File: src/rtl/mem_bus_arbiter.sv
// Two-master arbiter sharing one variable-latency memory bus between instruction
// fetch (m0) and data access (m1), with streak fairness, flush drop and watchdog.
module mem_bus_arbiter #(
   parameter int ADDR_W          = 32,
   parameter int DATA_W          = 32,
   parameter int TIMEOUT         = 255,
   parameter int MAX_DATA_STREAK = 4
) (
   input  logic                  clk,
   input  logic                  rst,
   input  logic                  flush_i,
   input  logic                  m0_req_i,
   input  logic [ADDR_W-1:0]     m0_addr_i,
   output logic [DATA_W-1:0]     m0_rdata_o,
   output logic                  m0_ack_o,
   input  logic                  m1_req_i,
   input  logic                  m1_we_i,
   input  logic [ADDR_W-1:0]     m1_addr_i,
   input  logic [DATA_W-1:0]     m1_wdata_i,
   input  logic [DATA_W/8-1:0]   m1_sel_i,
   output logic [DATA_W-1:0]     m1_rdata_o,
   output logic                  m1_ack_o,
   output logic                  bus_err_o,
   output logic                  s_cyc_o,
   output logic                  s_we_o,
   output logic [ADDR_W-1:0]     s_addr_o,
   output logic [DATA_W-1:0]     s_wdata_o,
   output logic [DATA_W/8-1:0]   s_sel_o,
   input  logic [DATA_W-1:0]     s_rdata_i,
   input  logic                  s_ack_i,
   output logic                  stallreq_if_o,
   output logic                  stallreq_mem_o
);

   localparam int SEL_W = DATA_W / 8;
   localparam int TMR_W = $clog2(TIMEOUT + 1);
   localparam int STR_W = $clog2(MAX_DATA_STREAK + 1);

   typedef enum logic [1:0] {
      IDLE   = 2'd0,
      BUSY_I = 2'd1,
      BUSY_D = 2'd2
   } state_t;

   state_t            state;
   logic [TMR_W-1:0]  timer;
   logic [STR_W-1:0]  streak;
   logic              drop;
   logic              grant_m0;
   logic              grant_m1;
   logic              timeout_hit;
   logic              done;

   function automatic logic [STR_W-1:0] streak_inc(input logic [STR_W-1:0] v);
      return (v == STR_W'(MAX_DATA_STREAK)) ? v : v + 1'b1;
   endfunction

   assign stallreq_if_o  = m0_req_i & ~m0_ack_o;
   assign stallreq_mem_o = m1_req_i & ~m1_ack_o;

   assign timeout_hit = (timer == TMR_W'(TIMEOUT - 1));
   assign done        = s_ack_i | timeout_hit;

   // A master seeing its ack this cycle still holds its old request high, so it is
   // masked; when m1 is the one masked, the slot stays empty rather than going to m0.
   always_comb begin
      grant_m0 = 1'b0;
      grant_m1 = 1'b0;
      if (state == IDLE) begin
         if (stallreq_if_o && m1_req_i && (streak == STR_W'(MAX_DATA_STREAK)))
            grant_m0 = 1'b1;
         else if (m1_req_i)
            grant_m1 = ~m1_ack_o;
         else
            grant_m0 = stallreq_if_o;
      end
   end

   always_ff @(posedge clk or posedge rst) begin
      if (rst) begin
         state      <= IDLE;
         timer      <= '0;
         streak     <= '0;
         drop       <= 1'b0;
         s_cyc_o    <= 1'b0;
         s_we_o     <= 1'b0;
         s_addr_o   <= '0;
         s_wdata_o  <= '0;
         s_sel_o    <= '0;
         m0_ack_o   <= 1'b0;
         m1_ack_o   <= 1'b0;
         m0_rdata_o <= '0;
         m1_rdata_o <= '0;
         bus_err_o  <= 1'b0;
      end else begin
         m0_ack_o  <= 1'b0;
         m1_ack_o  <= 1'b0;
         bus_err_o <= 1'b0;
         case (state)
            IDLE: begin
               timer <= '0;
               drop  <= 1'b0;
               if (!m1_req_i)
                  streak <= '0;
               if (grant_m1) begin
                  s_cyc_o   <= 1'b1;
                  s_we_o    <= m1_we_i;
                  s_addr_o  <= m1_addr_i;
                  s_wdata_o <= m1_wdata_i;
                  s_sel_o   <= m1_sel_i;
                  streak    <= streak_inc(streak);
                  state     <= BUSY_D;
               end else if (grant_m0) begin
                  s_cyc_o   <= 1'b1;
                  s_we_o    <= 1'b0;
                  s_addr_o  <= m0_addr_i;
                  s_wdata_o <= '0;
                  s_sel_o   <= {SEL_W{1'b1}};
                  streak    <= '0;
                  state     <= BUSY_I;
               end
            end
            BUSY_I: begin
               timer <= timer + 1'b1;
               if (flush_i)
                  drop <= 1'b1;
               if (done) begin
                  s_cyc_o <= 1'b0;
                  state   <= IDLE;
                  // A flushed fetch still finishes on the bus but is never delivered.
                  if (!(drop || flush_i)) begin
                     m0_ack_o   <= 1'b1;
                     m0_rdata_o <= s_ack_i ? s_rdata_i : '0;
                     bus_err_o  <= ~s_ack_i;
                  end
               end
            end
            BUSY_D: begin
               timer <= timer + 1'b1;
               if (done) begin
                  s_cyc_o    <= 1'b0;
                  state      <= IDLE;
                  m1_ack_o   <= 1'b1;
                  m1_rdata_o <= s_ack_i ? s_rdata_i : '0;
                  bus_err_o  <= ~s_ack_i;
               end
            end
            default: state <= IDLE;
         endcase
      end
   end

endmodule
File: config.mk
export PLATFORM = sky130hd
export DESIGN_NAME = mem_bus_arbiter
export DESIGN_NICKNAME = d
export VERILOG_FILES = /design/src/rtl/mem_bus_arbiter.sv
export SDC_FILE = /design/constraint.sdc
export NUM_CORES = 1
export LEC_CHECK = 0
export CORE_ASPECT_RATIO = 0.7
export CORE_MARGIN = 1.5
export CORE_UTILIZATION = 29
export CTS_BUF_LIST = sky130_fd_sc_hd__clkbuf_4 sky130_fd_sc_hd__clkbuf_8
export CTS_CLUSTER_DIAMETER = 50
export DETAILED_ROUTE_END_ITERATION = 16
export SYNTH_ARGS = -nofsm -noshare
export SYNTH_HDL_FRONTEND = slang
export SYNTH_SLANG_ARGS = --single-unit
File: constraint.sdc
create_clock -name clk -period 5.4 [get_ports clk]
set_input_delay 1.08 -clock clk [delete_from_list [all_inputs] [get_ports clk]]
set_output_delay 1.08 -clock clk [all_outputs]
set_load 0.01 [all_outputs]
==> flow_summary.yaml <==
timing:
  min_period_ps: 3540
  slew_viol_final: 0
  setup_tns_ps: 0
  fmax_mhz: 282
  rsz0062_at_grt: "no"
  worst_pin_slew_ps: 1360
  slew-limit-headroom_pct: 9.55
  post-route-period-util_pct: 65.6
  finalClockSkew_ps: 14.6
  finalSetupViolCount: 0
  timing_hold_violations_final: 0
detailed_routing:
  ant_nets: 0
  num_vias: 5265
  drt_iter0_drc: 266
  drc: 0
  wl_per_cell_microns: 19.3
  firstDrtPassIters: 5
  vias_per_cell: 5.05
  routed_wl_mm: 20.1
layout:
  final_nets: 900
  finish.instance_area_sq_um: 9650
  drive_gt1_share_pct: 11.0
  areaGrowthSynthToFinish_pct: 55.9
  n_antenna_cell: 0
  nFillCells: 1878
  regArea_sq_um: 3780
  multi_input_area_sq_um: 2170
run_status:
  status: "finished clean"
logic_synthesis:
  yosysTopAreaCell: "dfrtp_1"
  synthArstFlopShare_pct: 100
  synth_edf_count: 0
  synth-seq-cells: 151
  postSynthCellCount: 487
  yosysTopAreaCellShare_pct: 61.0
  synth.most_common_cell: "dfrtp_1"
  synth_ff_type: "dfrtp_1"
  synth_commonest_cells: "151 x dfrtp_1, 67 x a22o_1, 33 x nand4_1"
  synth_cell_types: 42
  syn_area_sq_um: 6190
  yosysSeqAreaShare_pct: 61.0
  yosysWarnings: 0
  yosys-top-cells-area: "dfrtp_1 61%, a22o_1 9.5%, a21bo_2 5.2%"
  synth_area_per_cell_sq_um: 12.7
  syn-num-nets: 634
floorplan:
  die_y_microns: 125
  rows: 44
  ios: 278
  dieWidth_microns: 178
  initial_core_util_pct: 29.7
  dieArea_sq_um: 22200
  coreArea_sq_um: 20800
critical_path:
  critical_path_arrival_ps: 2460
  critPathCaptureType: "primary output"
  path_class: "in2out"
  cp_max_fo: 4
  critical_path_required_ps: 4320
  startpoint_type: "input port"
pwr:
  peakVddDrop_mv: 0.232
  power.density_nw_per_um2: 558
  p_leak_nw: 4.06
worst_hold_path:
  worstHoldPathType: "reg2reg"
clocking:
  numCtsBuffers: 17
  cts_root_buffer: "clkbuf_8"
  cts_tree: "yes"
  clk_pin_slew_worst_paths_ps: 80
  postCtsSetupBuffers: 0
  postCtsResizedCells: 0
  cts_hold_buf: 0
  htree_levels: 4
  clock_path_buffers: 2
  clock-sinks: 151
  clk_latency_ps: 450
run:
  max_cap_violations: 0
grt:
  grt_pass1_wl_mm: 31.3
  overflow: 0
  antenna_found_initial: 0
  grt_max_degree: 67
  grt.total_usage_pct: 18.2
  grt_pass1_vias: 5593
placement:
  place_area_sq_um: 9210
  hpwl_mm: 13.8
  gp_congestion: 0.794
  portBuffers: 277
[registers in the layout, indices dropped and copies added, names as in the netlist]
register	cells
m1_rdata_o	32
s_we_o	1
streak	3
m1_ack_o	1
m0_rdata_o	32
drop	1
timer	8
m0_ack_o	1
s_wdata_o	32
state	2
bus_err_o	1
s_cyc_o	1
s_addr_o	32
s_sel_o	4
[layout make-up]
class | count | share of cell area, %
Tap cell | 276 | 3.58
Multi-Input combinational cell | 281 | 22.5
Clock buffer | 20 | 2.72
Clock inverter | 12 | 1.80
Inverter | 13 | 0.558
Sequential cell | 151 | 39.2
Timing Repair Buffer | 289 | 29.7
[worst max-delay path, cell delays in order]
cell and delay [ps]:
clkdlybuf4s50_1 520, nand2b_1 140, inv_1 140, clkdlybuf4s50_1 580
[worst paths after layout]
check	start	end	slack, ps	depth (start not counted)
max in group asynchronous	rst	timer[5]$_DFFE_PP0N_	3230	3
min	m0_rdata_o[6]$_DFFE_PP0P_	m0_rdata_o[6]$_DFFE_PP0P_	490	1
max	m1_req_i	stallreq_mem_o	1860	4
min in group asynchronous	rst	s_wdata_o[1]$_DFFE_PP0P_	1110	2
max reg2reg	state[0]$_DFFE_PP0P_	s_wdata_o[21]$_DFFE_PP0P_	2310	7
min reg2reg	m0_rdata_o[6]$_DFFE_PP0P_	m0_rdata_o[6]$_DFFE_PP0P_	490	1
[routing by layer]
metal  vias to the layer above  track usage [%]  wire length (microns)
li1                       2397                -                      -
met2                       224             28.4                   9000
met3                        20             7.48                   2060
met1                      2624             23.2                   8810
met5                         -                0                      0
met4                         0             4.55                    241
[cells in the final DEF (no fill, tap or decap), drive strengths merged, types with 4 or more instances in the layout]
master | synthesis | final
clkdlybuf4s50 | 0 | 277
dfrtp | 151 | 151
a22o | 67 | 67
nand4 | 33 | 33
a21bo | 32 | 32
o22ai | 32 | 32
a2bb2oi | 32 | 32
clkbuf | 31 | 20
nand2 | 13 | 13
inv | 12 | 13
o21ai | 13 | 13
buf | 11 | 12
ha | 8 | 8
nor2 | 6 | 6
nand2b | 5 | 5
a21oi | 5 | 5
nand3 | 4 | 4
o22a | 4 | 4
clkinvlp | 0 | 4
bufinv | 0 | 4
clkinv | 1 | 4
[metrics by stage]
step           setup WS (ps)  hold slack (ps)  cells  power (mW)  util (%)
3_3_place_gp            1830              472   1010        4.40      44.3
4_1_cts                 1850              500   1042        5.46      46.4
6_report                1860              494   1042        5.39      46.4
5_1_grt                 1790              519   1042        5.72      46.4
2_1_floorplan            255              470    487        3.09         -
3_5_place_dp            1640              475   1010        4.46      44.3
[logic make-up after synthesis]
logic type,after synthesis,share of synthesized area (%)
xor gates and xnor gates,2,0.283
adders and majority gates,8,1.62
muxes,1,0.182
buffers and inverters,55,3.96
and+or+nand+nor,73,6.61
AOI/OAI and AO/OA,197,26.3
DFF,151,61.0
[report_power, final]
part	internal, mW	switching [mW]
Combinational	1.42	1.08
Clock	0.525	0.430
Sequential	1.62	0.308
Note: power is estimated with default switching activity, not from simulation.
